File: src/rtl/risc_pkg.sv
// Shared definitions for the phase-1 RISC pipeline front end.
//   OP_NOP         : opcode presented to the control unit for a bubble
//   fetch_state_e  : fetch FSM states (REQ, WAIT, DRAIN)
//   *_DEF          : default address / instruction widths
package risc_pkg;

  localparam int unsigned ADDR_W_DEF  = 16;
  localparam int unsigned INSTR_W_DEF = 16;

  localparam logic [2:0] OP_NOP = 3'b000;

  typedef enum logic [1:0] {
    ST_REQ,
    ST_WAIT,
    ST_DRAIN
  } fetch_state_e;

endpackage

File: src/rtl/fetch_fifo.sv
// Two-entry prefetch FIFO holding {pc, instr} pairs returned by instruction
// memory.
//   clk, rst   : clock, asynchronous active-low reset
//   push       : write push_data at the tail
//   push_data  : {pc, instr} of the returned word
//   pop        : drop the head entry
//   clear      : discard all entries (redirect); wins over push/pop
//   count      : number of valid entries (0..2)
//   head       : {pc, instr} of the oldest entry
module fetch_fifo
  import risc_pkg::*;
#(
  parameter int unsigned ADDR_W  = ADDR_W_DEF,
  parameter int unsigned INSTR_W = INSTR_W_DEF
) (
  input  logic                      clk,
  input  logic                      rst,
  input  logic                      push,
  input  logic [ADDR_W+INSTR_W-1:0] push_data,
  input  logic                      pop,
  input  logic                      clear,
  output logic [1:0]                count,
  output logic [ADDR_W+INSTR_W-1:0] head
);

  logic [ADDR_W+INSTR_W-1:0] mem [2];
  logic                      rd_ptr;
  logic                      wr_ptr;
  logic [1:0]                cnt;

  always_ff @(posedge clk or negedge rst) begin
    if (!rst) begin
      rd_ptr <= 1'b0;
      wr_ptr <= 1'b0;
      cnt    <= '0;
      mem[0] <= '0;
      mem[1] <= '0;
    end else if (clear) begin
      rd_ptr <= 1'b0;
      wr_ptr <= 1'b0;
      cnt    <= '0;
    end else begin
      if (push) begin
        mem[wr_ptr] <= push_data;
        wr_ptr      <= ~wr_ptr;
      end
      if (pop) begin
        rd_ptr <= ~rd_ptr;
      end
      case ({push, pop})
        2'b10:   cnt <= cnt + 2'd1;
        2'b01:   cnt <= cnt - 2'd1;
        default: cnt <= cnt;
      endcase
    end
  end

  assign count = cnt;
  assign head  = mem[rd_ptr];

endmodule

File: src/rtl/fetch_unit.sv
// Instruction-fetch stage: generates the PC, fetches over a req/gnt/rvalid
// handshake with at most one request outstanding, buffers returned words in a
// two-entry FIFO and presents one registered instruction per cycle with its
// opcode field split out for the control unit.
//   clk, rst                : clock, asynchronous active-low reset
//   imem_req/addr           : fetch request and word address
//   imem_gnt                : request accepted this cycle
//   imem_rvalid/rdata       : returned instruction word
//   stall                   : downstream hold
//   flush/flush_pc          : redirect to flush_pc
//   instr/opCode/instr_pc   : registered instruction, opcode field, its PC
//   instr_valid             : output holds a real instruction
module fetch_unit
  import risc_pkg::*;
#(
  parameter int unsigned      ADDR_W   = ADDR_W_DEF,
  parameter int unsigned      INSTR_W  = INSTR_W_DEF,
  parameter logic [ADDR_W-1:0] RESET_PC = '0
) (
  input  logic               clk,
  input  logic               rst,
  output logic               imem_req,
  output logic [ADDR_W-1:0]  imem_addr,
  input  logic               imem_gnt,
  input  logic               imem_rvalid,
  input  logic [INSTR_W-1:0] imem_rdata,
  input  logic               stall,
  input  logic               flush,
  input  logic [ADDR_W-1:0]  flush_pc,
  output logic [INSTR_W-1:0] instr,
  output logic [2:0]         opCode,
  output logic [ADDR_W-1:0]  instr_pc,
  output logic               instr_valid
);

  fetch_state_e              state;
  logic [ADDR_W-1:0]         pc;
  logic [1:0]                fifo_count;
  logic [ADDR_W+INSTR_W-1:0] fifo_head;
  logic [ADDR_W-1:0]         head_pc;
  logic [INSTR_W-1:0]        head_instr;
  logic [2:0]                occ;
  logic                      pop;
  logic                      push;
  logic                      permitted;
  logic                      req;
  logic                      grant;
  logic                      stray_ok;

  assign head_pc    = fifo_head[ADDR_W+INSTR_W-1 -: ADDR_W];
  assign head_instr = fifo_head[INSTR_W-1:0];
  assign imem_addr  = pc;

  // Space accounting: an outstanding request already owns a FIFO slot, and a
  // pop this cycle frees one, so a new request is allowed while occ-pop < 2.
  always_comb begin
    pop       = !stall && !flush && (fifo_count != 2'd0);
    occ       = {1'b0, fifo_count} + {2'b0, (state == ST_WAIT)};
    permitted = occ < (3'd2 + {2'b0, pop});
    req       = 1'b0;
    unique case (state)
      ST_REQ:   req = permitted && !flush;
      // Back-to-back: the slot freed by the arriving response is reused.
      ST_WAIT:  req = imem_rvalid && permitted && !flush;
      default:  req = 1'b0;
    endcase
    imem_req = req && rst;
    grant    = imem_req && imem_gnt;
    push     = (state == ST_WAIT) && imem_rvalid && !flush;
  end

  fetch_fifo #(
    .ADDR_W  (ADDR_W),
    .INSTR_W (INSTR_W)
  ) u_fifo (
    .clk       (clk),
    .rst       (rst),
    .push      (push),
    .push_data ({pc - ADDR_W'(1), imem_rdata}),
    .pop       (pop),
    .clear     (flush),
    .count     (fifo_count),
    .head      (fifo_head)
  );

  // pc advances on grant, so the word arriving in WAIT belongs to pc-1.
  always_ff @(posedge clk or negedge rst) begin
    if (!rst) begin
      state    <= ST_REQ;
      pc       <= RESET_PC;
      stray_ok <= 1'b1;
    end else begin
      if (grant) begin
        stray_ok <= 1'b0;
      end
      if (flush) begin
        pc <= flush_pc;
      end else if (grant) begin
        pc <= pc + ADDR_W'(1);
      end
      unique case (state)
        ST_REQ: begin
          if (grant) state <= ST_WAIT;
        end
        ST_WAIT: begin
          if (flush) begin
            state <= imem_rvalid ? ST_REQ : ST_DRAIN;
          end else if (imem_rvalid) begin
            state <= grant ? ST_WAIT : ST_REQ;
          end
        end
        ST_DRAIN: begin
          if (imem_rvalid) state <= ST_REQ;
        end
        default: state <= ST_REQ;
      endcase
    end
  end

  // A response arriving with nothing outstanding is only legitimate as the
  // orphan of a request cut off by reset, before the first new grant.
  always_ff @(posedge clk) begin
    if (rst && (state == ST_REQ) && imem_rvalid) begin
      assert (stray_ok);
    end
  end

  always_ff @(posedge clk or negedge rst) begin
    if (!rst) begin
      instr       <= '0;
      opCode      <= OP_NOP;
      instr_pc    <= '0;
      instr_valid <= 1'b0;
    end else if (flush) begin
      instr       <= '0;
      opCode      <= OP_NOP;
      instr_pc    <= '0;
      instr_valid <= 1'b0;
    end else if (stall) begin
      instr       <= instr;
      opCode      <= opCode;
      instr_pc    <= instr_pc;
      instr_valid <= instr_valid;
    end else if (pop) begin
      instr       <= head_instr;
      opCode      <= head_instr[INSTR_W-1 -: 3];
      instr_pc    <= head_pc;
      instr_valid <= 1'b1;
    end else begin
      instr       <= '0;
      opCode      <= OP_NOP;
      instr_pc    <= '0;
      instr_valid <= 1'b0;
    end
  end

endmodule

File: config.mk
export PLATFORM = sky130hd
export DESIGN_NAME = fetch_unit
export DESIGN_NICKNAME = d
export VERILOG_FILES = /design/src/rtl/risc_pkg.sv /design/src/rtl/fetch_fifo.sv /design/src/rtl/fetch_unit.sv
export SDC_FILE = /design/constraint.sdc
export NUM_CORES = 1
export LEC_CHECK = 0
export ABC_AREA = 1
export BUFFER_PORTS_ARGS = -buffer_cell sky130_fd_sc_hd__buf_2
export CAP_MARGIN = 20
export CORE_UTILIZATION = 55
export DETAILED_ROUTE_END_ITERATION = 8
export PLACE_DENSITY = 0.78
export SYNTH_ARGS = -nofsm -noshare
export SYNTH_HDL_FRONTEND = slang
export SYNTH_SLANG_ARGS = --single-unit
File: constraint.sdc
create_clock -name clk -period 3.3 [get_ports clk]
set_input_delay 0.33 -clock clk [delete_from_list [all_inputs] [get_ports clk]]
set_output_delay 0.33 -clock clk [all_outputs]
set_load 0.01 [all_outputs]
Word-level counts from Yosys, hierarchy flattened. Cells that the tools add are included.

Register bits after elaboration: 122. Input bits: 38. Output and inout port bits: 53. Word-level logic and storage cells: 88.

Add/sub/neg operators: 6. Order comparisons: 4. Eq/ne operators: 8. Muxes and demuxes: 34. Bitwise gates (word level): 5. Reductions and logical operators: 20.

Operators by type and width (count): $mux W16 (8); $mux W32 (4); $bwmux W64 (1); $demux W32 S1 (1); $add A16 B1 Y16 const B (1); $sub A16 B1 Y16 const B (1); $mux W2 (6); $logic_and A1 B1 Y1 (10); $mux W3 (3); $mux W1 (8); $reduce_bool A2 Y1 (4); $pmux W2 S3 (1); $eq A2 B1 Y1 const B (2); $eq A2 B2 Y1 const B (2); $ge A2 B2 Y1 const B (2); $ne A2 B2 Y1 const B (2); $not A1 Y2 (2); $pmux W2 S2 (1); $add A2 B1 Y3 (1); $add A2 B1 Y3 const A (1); $lt A3 B3 Y1 (1); $ne A3 B3 Y1 const B (1); $not A1 Y1 (3); $reduce_and A3 Y1 (1); other kinds (9) (10).

Depth between registers and ports, before layout. Gate-level depths: netlist of the first run.

Word-level depth: 14. Mapped depth: 12. Depth with buffers taken out: 11.

Cells and area by module. From an unflattened synthesis of the first run, not the netlist that was laid out.

Cell total of the unflattened synthesis: 638. Area, all modules: 5886.9 µm².

By module, submodules not included: fetch_fifo (instances 1, cells an instance 305, area an instance 3075.4 µm², sequential area each 1701.6 µm²); fetch_unit (instances 1, cells an instance 333, area an instance 2811.4 µm², sequential area each 1276.2 µm²).

Least setup slack after synthesis of the first run. OpenSTA, ideal clock, no wires.

Path type: reg-to-reg. From: register u_fifo.cnt[0], in the netlist u_fifo.count[0]. To: register pc[9], in the netlist imem_addr[9]. Library setup time: 123 ps. Data arrival time: 1455 ps. Required time: 3177 ps. Path slack: 1723 ps. Cell stages (with the launch flop): 11. Path buffers: 1. Clock period less this slack: 1577 ps. Cell sequence: dfrtp_1 -> nand3_1 -> inv_1 -> ha_1 -> nor2_2 -> nand3_1 -> nor2_4 -> nand3_4 -> buf_4 -> nand3_1 -> nand3_2.

Word-level cells in the longest chain between the ends: 10. Elaborated cells between the ends (all ways): 12. Those cells by class: add/sub (2); order compare (1); mux (1); reduce/logical (8).

RTL lines: from (decl) (RTL line fetch_fifo.sv:29) `logic [1:0] cnt;`; from (signal assigned) (RTL line fetch_fifo.sv:51) `2'b10: cnt <= cnt + 2'd1;`; from (signal assigned) (RTL line fetch_fifo.sv:52) `2'b01: cnt <= cnt - 2'd1;`; from (signal assigned) (RTL line fetch_fifo.sv:53) `default: cnt <= cnt;`; $reduce_bool A2 Y1 (RTL line fetch_unit.sv:57) `pop = !stall && !flush && (fifo_count != 2'd0);`; $logic_and A1 B1 Y1 (RTL line fetch_unit.sv:57); $add A2 B1 Y3 (RTL line fetch_unit.sv:59) `permitted = occ < (3'd2 + {2'b0, pop});`; $lt A3 B3 Y1 * (RTL line fetch_unit.sv:59); $logic_and A1 B1 Y1 (2 in a row) (RTL line fetch_unit.sv:64) `ST_WAIT: req = imem_rvalid && permitted && !flush;`; $pmux W1 S2 * (RTL line fetch_unit.sv:61) `unique case (state)`; $logic_and A1 B1 Y1 * (RTL line fetch_unit.sv:67) `imem_req = req && rst;`; $logic_and A1 B1 Y1 * (RTL line fetch_unit.sv:68) `grant = imem_req && imem_gnt;`; $reduce_bool A2 Y1 (no line) *; to (signal assigned) (RTL line fetch_unit.sv:97) `pc <= flush_pc;`; to (signal assigned) (RTL line fetch_unit.sv:99) `pc <= pc + ADDR_W'(1);`; to (decl) (RTL line fetch_unit.sv:37) `logic [ADDR_W-1:0] pc;`.

Mark *: on every way between the ends. The rest lies on a longest branch, timed or not. A chain may end at the register's enable or synchronous reset.

Worst setup path after layout of the first run.
From: input flush. To: output imem_req.

Word-level cells in the longest chain between the ends: 9. Elaborated cells between the ends (all ways): 10. Those cells by class: add/sub (1); order compare (1); mux (1); reduce/logical (7).

RTL lines: from (decl) (RTL line fetch_unit.sv:28) `input logic flush,`; $logic_not A1 Y1 * (RTL line fetch_unit.sv:57, fetch_unit.sv:62, fetch_unit.sv:64); $logic_and A1 B1 Y1 (2 in a row) (RTL line fetch_unit.sv:57); $add A2 B1 Y3 (RTL line fetch_unit.sv:59); $lt A3 B3 Y1 (RTL line fetch_unit.sv:59); $logic_and A1 B1 Y1 (2 in a row) (RTL line fetch_unit.sv:64); $pmux W1 S2 * (RTL line fetch_unit.sv:61); $logic_and A1 B1 Y1 * (RTL line fetch_unit.sv:67); to (decl) (RTL line fetch_unit.sv:22) `output logic imem_req,`.

Marks and branches as above.

==> results of run 1 <==
[critical path, cell delays in order]
cell	delay, ps
buf_2	230
inv_2	480
nand2_4	120
nor2_8	430
nand2_2	130
nand2_4	100
nand2_4	70
inv_1	50
buf_2	110
[metrics by stage]
| step | worst slack, ps | hold WS [ps] | util, % | area [um^2] | cells |
|---|---|---|---|---|---|
| floorplan | 1723 | 34.41 | - | 5929 | 706 |
| global placement | 970.5 | 211.3 | 61.57 | 6385 | 892 |
| detailed placement | 870.3 | 212.6 | 61.57 | 6385 | 892 |
| CTS | 903.9 | 11.10 | 67.95 | 7047 | 925 |
| global route | 732.8 | 27.25 | 67.95 | 7047 | 925 |
| finish | 886.2 | 25.45 | 67.95 | 7047 | 925 |
[worst min path at each step]
stage                  start             to  slack (ps)
3_5_place_dp             rst    instr_pc[2]         210
5_1_grt         flush_pc[11]  imem_addr[11]          30
2_1_floorplan            rst   imem_addr[0]          30
4_1_cts        imem_rdata[3]  u_fifo.mem[3]          10
3_3_place_gp             rst    instr_pc[3]         210
6_report       imem_rdata[3]  u_fifo.mem[3]          30
[synthesized netlist by cell type, types with 2 or more instances]
| master | instances |
|---|---|
| nor2_4 | 2 |
| ha_1 | 3 |
| nand2_2 | 11 |
| buf_2 | 16 |
| nand3_1 | 40 |
| xnor2_1 | 3 |
| nor2_8 | 2 |
| xor2_1 | 20 |
| buf_6 | 2 |
| inv_2 | 7 |
| nand3_2 | 10 |
| nor2_1 | 33 |
| nand2_1 | 232 |
| nand4_1 | 5 |
| clkbuf_1 | 16 |
| inv_1 | 56 |
| o21ai_0 | 65 |
| buf_1 | 7 |
| nor2_2 | 4 |
| dfrtp_1 | 119 |
| a32o_1 | 32 |
| buf_4 | 4 |
| nand2_4 | 3 |
| o21ai_1 | 9 |
[power by group]
group / internal (mW) / switching (mW) / total (mW) / leakage, nW
registers: 1.81 / 0.278 / 2.08 / 1.55
clock network: 1.34 / 0.689 / 2.02 / 0.311
logic: 0.420 / 0.693 / 1.11 / 1.74
[sequential cells by signal, summed over array words and instances (netlist names)]
signal	cells
u_fifo.mem	64
imem_addr	16
instr	16
instr_pc	16
state	2
u_fifo.count	2
instr_valid	1
u_fifo.rd_ptr	1
u_fifo.wr_ptr	1
[logic make-up (layout without fill, tap and decap cells)]
group / after synthesis / after routing
buf+inv: 110 / 193
compound gates: 107 / 107
flops: 119 / 119
simple gates: 344 / 344
xor+xnor: 23 / 23
fa+ha+maj: 3 / 3
[cells in the final DEF (no fill, tap or decap), types with 3 or more instances in the layout]
cell type,count
o21ai_0,65
nand2_1,232
clkinv_4,3
clkbuf_16,16
bufinv_16,5
xnor2_1,3
ha_1,3
nand2_4,3
inv_1,56
nand4_1,5
nand3_1,40
nor2_1,32
nor2_2,4
buf_4,6
xor2_1,20
buf_2,89
nor2_4,3
nand2_2,11
o21ai_1,9
nand3_2,10
a32o_1,32
dfrtp_1,118
inv_2,7
[cell type report]
cell class / instances / area share (%)
clock buffer: 19 / 6.126
clock inverter: 13 / 3.125
inverter: 64 / 3.409
multi-input combinational: 477 / 35.26
sequential: 119 / 42.28
tap: 136 / 2.415
timing repair buffer: 97 / 7.386
[layer usage]
layer | vias up | share of wire (%) | global-route usage [%]
li1 | 2425 | - | -
met1 | 2466 | 44 | 37.64
met2 | 205 | 48 | 42.95
met3 | 21 | 6.1 | 5.504
met4 | 0 | 1.4 | 10.12
met5 | - | 0 | 0
==> flow_summary.ini, run 1 <==
[synth]
avgSynthCellArea_um2 = 8.399
synth_seq_cells = 119
synth-xor-area-share_pct = 3.397
yosysWarnings = 0
ys_top_cells_by_area = dfrtp_1 (50%), nand2_1 (15%), o21ai_0 (5.5%), a32o_1 (5.4%), inv_1 (3.5%)
syn_nets = 747
synth.largest_area_cell = dfrtp_1
synth_compound_area_share_pct = 11.77
ys.flop_type = dfrtp_1
synth_top_area_share_pct = 50.22
async_reset_ff_share_pct = 100.0
synth-adder-area-share_pct = 0.6330
netlist_area_um2 = 5929
synth_mux_area_share_pct = 0
synthSimpleGateAreaFrac_pct = 25.98
synth_cells = 706
ys_seq_area_share_pct = 50.22
synth-edff-count = 0
yosys.cell_types.count = 29
synth_top_family_by_area = simple AND/OR/NAND/NOR gates

[setup_path]
r2r-end = u_fifo.mem[37]
arrival_ps = 2080
r2r_cells = 8
worst_setup_path_end_kind = output port
r2r-start = state[1]
critical_path_class = input pin to output port
crit_path_start = flush
start_kind = input pin
r2r_slack_ps = 1420
critPathCapture = imem_req
path_max_fanout = 36
required_ps = 2970

[clock_tree]
cts_resized = 0
cts_buffer_depth = 2
clk_pin_slew_ps = 60
cts_root_buffer = clkbuf_8
insertion_delay_ps = 520
clock-sinks = 119
cts_hold_buf = 1
cts_setup_buffers = 0
cts_buffers = 17
cts-htree-levels = 4
cts_tree = built

[place]
numPortBuffers = 90
dp.final_hpwl_um = 9458
gp_congestion = 0.8955

[sta]
relSlewSlack_pct = 32.16
hold_viol_final = 0
finalCriticalPeriod_ps = 2414
rsz0062_at_grt = no
tns_ps = 0
drv_slew = 0
fmax_mhz = 414.3
fin_skew_ps = 8.386
final-setup-viol-count = 0
worst_pin_slew_ps = 1018
fin_crit_sh_pct = 73.15

[routing]
drc = 0
first_pass_iters = 5
drtIter0Drc = 387
drt_wl_total_um = 14380
wire_per_inst_um = 15.55
drt.antenna.violating_nets = 0
avgViaCountPerCell = 5.532
vias = 5117

[finish]
multi_input_area_um2 = 2485
num_antenna_cells = 0
register_area_um2 = 2979
drive_above_1_share_pct = 21.42
area_growth_pct = 18.84
nNetsFinal = 817
n_fill_cell = 839

[floorplan]
die_h_um = 105.8
core_um2 = 10370
die_width_um = 105.8
fp.dieArea_um2 = 11200
io_pins = 91
start_util_pct = 57.18
num_rows = 37

[grt]
track_usage_pct = 27.37
grt_pass1_vias = 4914
grt_first_pass_wirelength_um = 23870
antenna_found_initial = 0
globalRoute.totalOverflow = 0
grt_max_degree = 67

[pwr]
power.leakage_nw = 3.603
fin_total_pwr_mw = 5.222
power_density_nw_per_um2 = 741.1
vdd_drop_max_mv = 0.3853

[status]
status = finished clean

[worst_hold_path]
hold_depth = 3
hold_path.class = input pin to flip-flop

[job]
maxCapViolations = 0
Power figures use the tool's default switching activity.
==> inputs of run 2 (changes only) <==
--- a/config.mk
+++ b/config.mk
@@ -5,7 +5,7 @@
 export SDC_FILE = /design/constraint.sdc
 export NUM_CORES = 1
 export LEC_CHECK = 0
-export ABC_AREA = 1
+export ABC_AREA = 0
 export BUFFER_PORTS_ARGS = -buffer_cell sky130_fd_sc_hd__buf_2
 export CAP_MARGIN = 20
 export CORE_UTILIZATION = 55
==> constraint.sdc (replaced) <==
create_clock -name clk -period 2.4 [get_ports clk]
set_input_delay 0.24 -clock clk [delete_from_list [all_inputs] [get_ports clk]]
set_output_delay 0.24 -clock clk [all_outputs]
set_load 0.01 [all_outputs]
==> run 2 against run 1 <==
Die area decreased by 6.2%; cell count decreased by 17%; non-clock buffer count increased by 41; first-iteration DRC count decreased by 40%; synthesized cell count decreased by 29%; clock skew about the same; critical path type is now flip-flop to output port; critical endpoint unchanged.
==> flow_summary.ini, run 2 <==
[status]
status = finished clean

[routing]
wire_per_inst_um = 16.86
vias = 4203
first_pass_iters = 4
drt_wl_total_um = 12930
drtIter0Drc = 234
drc = 0
drt.antenna.violating_nets = 0
avgViaCountPerCell = 5.480

[place]
numPortBuffers = 90
place_area_um2 = 6113
dp.final_hpwl_um = 7592
gp_congestion = 0.8629
placedCellCount = 701

[setup_path]
critical_path_class = flip-flop to output port
cp_top_family = simple AND/OR/NAND/NOR gates
crit_path_cell_trace = nand3b_1, inv_1, ha_1, nor4b_4, nand3_1, nor2_1, buf_2
worst_setup_path_end_kind = output port
required_ps = 2160
start_kind = flip-flop
slowest_delay_ps = 410
cp.buffers_inverters = 2
critPathSlowestCell = dfrtp_2
path_max_fanout = 5
crit_path_start = state[1]
r2r-start = state[1]
arrival_ps = 2030

[sta]
hold_viol_final = 0
tns_ps = 0
finalCriticalPeriod_ps = 2270
drv_slew = 0
relSlewSlack_pct = 58.79
worst_pin_slew_ps = 618.2
fin_crit_sh_pct = 94.59
final-setup-viol-count = 0
whs_ps = 138.1
fin_skew_ps = 7.929
fmax_mhz = 440.5
rsz0062_at_grt = no

[synth]
synth-xor-area-share_pct = 4.098
synth-adder-area-share_pct = 0.6755
yosys.cell_types.count = 47
synth_seq_cells = 119
ys.flop_type = dfrtp_1
synth.most_common_cell = dfrtp_1
synth.largest_area_cell = dfrtp_1
ys_top_cells_by_count = dfrtp_1 (119), nand2_1 (68), o21ai_0 (56)
async_reset_ff_share_pct = 100.0
synth-edff-count = 0
synth_cells = 503
yosysWarnings = 0
ys_top_cells_by_area = dfrtp_1 (54%), mux2_2 (7.3%), mux2i_1 (5.9%), o21ai_0 (5.0%), nand2_1 (4.6%)
ys_seq_area_share_pct = 53.59
synthSimpleGateAreaFrac_pct = 14.91
synth_top_area_share_pct = 53.59
syn_nets = 544
synth_mux_area_share_pct = 13.85
avgSynthCellArea_um2 = 11.05
synth_compound_area_share_pct = 8.647
synth_top_family_by_area = simple AND/OR/NAND/NOR gates
netlist_area_um2 = 5557

[floorplan]
num_rows = 36
start_util_pct = 56.85
fp.dieArea_um2 = 10510
core_um2 = 9774
io_pins = 91
die_width_um = 102.5
die_h_um = 102.5

[clock_tree]
cts_tree = built
cts_setup_buffers = 0
clk_pin_slew_ps = 50
cts_root_buffer = clkbuf_8
clock-sinks = 119
cts_buffers = 17
cts-htree-levels = 4
cts_buffer_depth = 2
insertion_delay_ps = 520

[pwr]
power_density_nw_per_um2 = 859.9
power_switching_mw = 1.420
power.leakage_nw = 3.270
vdd_drop_max_mv = 0.4811
power.internal_mw = 4.731
comb_power_share_pct = 12.2
power.share.clock_pct = 47.8
netSwitchingFraction_pct = 23.08
p_seq_share_pct = 40.1

[finish]
largest_reg_flops = 64
layout_common_cells = dfrtp_1 (117), buf_2 (89), nand2_1 (68)
final_cells = 767
n_fill_cell = 691
top_register = u_fifo.mem
finish.utilization_pct = 73.18
drive_above_1_share_pct = 29.34
area_growth_pct = 28.73
design_area_um2 = 7153
nNetsFinal = 662
layout_commonest_cell = dfrtp_1
num_antenna_cells = 0

[grt]
grt_first_pass_wirelength_um = 20850
globalRoute.totalOverflow = 0
antenna_found_initial = 0
track_usage_pct = 26.63
grt_max_degree = 120
grt_pass1_vias = 4286

[job]
maxCapViolations = 0

[worst_hold_path]
hold_path.class = input pin to flip-flop
min_from = stall
-- run 2: cell types whose count changed in the layout (fill, tap and decap cells not counted), moves of 11 or more --
cell,previous run,this run
dlygate4sd3_1,1,34
nand3_1,40,6
nand2_2,11,0
xnor2_1,3,20
xor2_1,20,6
mux2_2,0,36
mux2i_1,0,33
a32o_1,32,0
a21oi_1,0,16
inv_1,56,6
nand2_1,232,68
-- run 2: final cells by class --
cell class	instances	area (um^2)	share of cell area, %
tap	133	166.4	2.326
multi-input combinational	339	2359	32.97
clock buffer	24	470.5	6.577
clock inverter	8	215.2	3.009
timing repair buffer	138	939.7	13.14
inverter	6	22.52	0.3149
sequential	119	2980	41.67
-- run 2: worst paths after layout --
path / to / slack [ps] / cells past startpoint
worst max-delay path: imem_req / 130 / 7
worst min-delay path: u_fifo.count[1] / 140 / 3
worst max register to register: imem_addr[9] / 160 / 9
worst min register to register: instr_valid / 470 / 2
max in group asynchronous: state[1] / 1480 / 3
min in group asynchronous: u_fifo.mem[46] / 440 / 3
-- run 2: worst min-delay path: cells and delay by family --
family                 cells  cell delay [ps]
AO/OA/AOI/OAI              2              220
buffers and inverters      1              150
-- run 2: what timing repair did --
action | in CTS | in global routing
endpoints found under the hold margin | 168 | 0
hold buffers | 34 | 0
endpoints found under the setup margin | 0 | 5
resized for setup | 0 | 3
-- run 2: logic make-up (layout without fill, tap and decap cells) --
logic type | Yosys count | in the layout
adder cells (fa/ha/maj) | 3 | 3
flip-flops | 119 | 119
XOR/XNOR | 26 | 26
multiplexers | 72 | 72
AND/OR/NAND/NOR | 152 | 152
AO/OA/AOI/OAI | 86 | 86
buffers and inverters | 45 | 176
-- run 2: routing by layer --
layer	vias to the layer above	GRT usage [%]	wire length (um)
li1	1979	-	-
met1	2085	34.80	5538
met2	118	43.49	6615
met3	21	6.305	526
met4	0	9.780	248
met5	-	0	0
-- run 2: metrics by stage --
step	total power, mW	worst slack (ps)
final	6.151	129.9
after global routing	6.389	20.06
after CTS	6.169	64.00
after detailed placement	3.175	65.35
after global placement	3.117	172.8
after floorplan	2.919	340.2
-- run 2: power by group through the flow --
stage	combinational (mW)	clock [mW]	sequential, mW
floorplan	0.490	0	2.43
global placement	0.656	0	2.46
detailed placement	0.689	0	2.49
CTS	0.744	2.97	2.46
global route	0.833	3.06	2.49
finish	0.748	2.94	2.46
==> inputs of run 3 (changes only) <==
--- a/config.mk
+++ b/config.mk
@@ -8,6 +8,7 @@
 export ABC_AREA = 0
 export BUFFER_PORTS_ARGS = -buffer_cell sky130_fd_sc_hd__buf_2
 export CAP_MARGIN = 20
+export CORE_ASPECT_RATIO = 0.7
 export CORE_UTILIZATION = 55
 export DETAILED_ROUTE_END_ITERATION = 8
 export PLACE_DENSITY = 0.78
==> constraint.sdc (replaced) <==
create_clock -name clk -period 2.4 [get_ports clk]
set_input_delay 0.12 -clock clk [delete_from_list [all_inputs] [get_ports clk]]
set_output_delay 0.12 -clock clk [all_outputs]
set_load 0.01 [all_outputs]
==> run 3 against run 2 <==
Die area hardly changed; non-clock buffer count stayed put; routed wire length is 1.6% lower; total power is 9.6% lower; register-to-register slack worse by 60 ps; design area is 2.1% lower; sequential power hardly changed; first-iteration DRC count is 18% higher; combinational power is 0.8% lower; clock-buffer cell count is 7 lower; cell count is 0.65% lower; clock skew hardly changed; largest power group is now sequential cells; highest routed layer unchanged.
==> flow_summary.ini, run 3 (same netlist as run 2, synthesis figures left out) <==
[status]
status = finished clean

[grt]
grt_first_pass_wirelength_um = 20330
track_usage_pct = 25.97
globalRoute.totalOverflow = 0
grt_pass1_vias = 4132
grt_max_degree = 62
antenna_found_initial = 0

[routing]
drc = 0
vias = 4202
drt.antenna.violating_nets = 0
avgViaCountPerCell = 5.514
drtIter0Drc = 277
first_pass_iters = 4
drt_wl_total_um = 12720
wire_per_inst_um = 16.69

[pwr]
vdd_drop_max_mv = 0.4792
power_density_nw_per_um2 = 794.4
power.leakage_nw = 3.207
fin_total_pwr_mw = 5.563

[finish]
multi_input_area_um2 = 2361
register_area_um2 = 2982
top_register = u_fifo.mem
area_growth_pct = 26.03
largest_reg_flops = 64
nNetsFinal = 662
layout_common_cells = dfrtp_1 (116), buf_2 (89), nand2_1 (68)
num_antenna_cells = 0
drive_above_1_share_pct = 30.28
final_cells = 762
finish.utilization_pct = 71.76
n_fill_cell = 674
layout_commonest_cell = dfrtp_1

[clock_tree]
cts_buffers = 17
cts-htree-levels = 4
clk_pin_slew_ps = 50
insertion_delay_ps = 410
cts_tree = built
cts_buffer_depth = 2
cts_root_buffer = clkbuf_16
clock-sinks = 119

[sta]
setup_slack_ps = 97.52
fin_crit_sh_pct = 95.94
worst_pin_slew_ps = 764.9
fin_skew_ps = 7.634
fmax_mhz = 434.3
drv_slew = 0
finalCriticalPeriod_ps = 2302
hold_viol_final = 0
relSlewSlack_pct = 49.00
final-setup-viol-count = 0

[setup_path]
required_ps = 2690
arrival_ps = 2600
critical_path_class = flip-flop to flip-flop
slowest_delay_ps = 460
critPathSlowestCell = dfrtp_2
cp.buffers_inverters = 2
crit_path_cell_trace = nand3b_1, inv_1, ha_1, nor4b_4, nand4_4, buf_12, nor4_4, xor2_1, mux2_2
path_max_fanout = 9
cp_top_family = simple AND/OR/NAND/NOR gates
worst_setup_path_end_kind = flip-flop
start_kind = flip-flop

[place]
dpl_worst_slack_ps = 74.77
gp_congestion = 0.9087
dp.final_hpwl_um = 8003
numPortBuffers = 90
placedCellCount = 696

[floorplan]
num_rows = 30
die_h_um = 86.10
die_width_um = 122.1
start_util_pct = 56.94
core_um2 = 9759
io_pins = 91
fp.dieArea_um2 = 10520

[worst_hold_path]
hold_path.class = input pin to flip-flop

[job]
maxCapViolations = 0
run 3: report_power, final:
part           internal [mW]  leakage, nW  switching [mW]
sequential              2.27         1.56           0.197
clock                   1.42        0.278           0.931
combinational          0.376         1.37           0.366
run 3: final timing paths:
path | cells past startpoint | from | slack (ps) | end
max in group asynchronous | 3 | rst | 1360 | u_fifo.count[0]
worst max-delay path | 9 | u_fifo.count[0] | 100 | imem_addr[9]
worst min register to register | 2 | instr_pc[3] | 470 | instr_pc[3]
worst max register to register | 9 | u_fifo.count[0] | 100 | imem_addr[9]
min in group asynchronous | 3 | rst | 480 | u_fifo.mem[12]
worst min-delay path | 3 | stall | 120 | u_fifo.count[1]
run 3: routing by layer:
| layer | track usage, % | share of wire (%) |
|---|---|---|
| met3 | 6.383 | 5.9 |
| met5 | 0 | 0 |
| met2 | 42.42 | 49 |
| met4 | 9.645 | 1.1 |
| met1 | 33.65 | 44 |
run 3: through the flow:
| step | TNS (ps) | area (um^2) | hold slack, ps |
|---|---|---|---|
| 4_1_cts | 0 | 6992 | 102.7 |
| 3_3_place_gp | 0 | 6095 | 316.6 |
| 5_1_grt | -1.542 | 7003 | 149.9 |
| 3_5_place_dp | 0 | 6095 | 327.0 |
| 6_report | 0 | 7003 | 115.2 |
| 2_1_floorplan | 0 | 5557 | -175.6 |
run 3: worst min-delay path, delay by kind of cell:
kind	cells	cell delay (ps)
compound gates	2	210
buf+inv	1	140
run 3: area by class of cell:
class / count / area share [%]
multi-input combinational: 339 / 33.71
sequential: 119 / 42.58
inverter: 6 / 0.3216
tap: 128 / 2.287
clock inverter: 15 / 1.840
clock buffer: 17 / 6.075
timing repair buffer: 138 / 13.19
run 3: repair_timing:
action,4_1_cts,5_1_grt
hold buffers,34,0
gates resized for setup,1,3
setup buffers,0,0
pin swaps,0,1
endpoints found under the setup margin,1,4
hold endpoints to repair,168,0
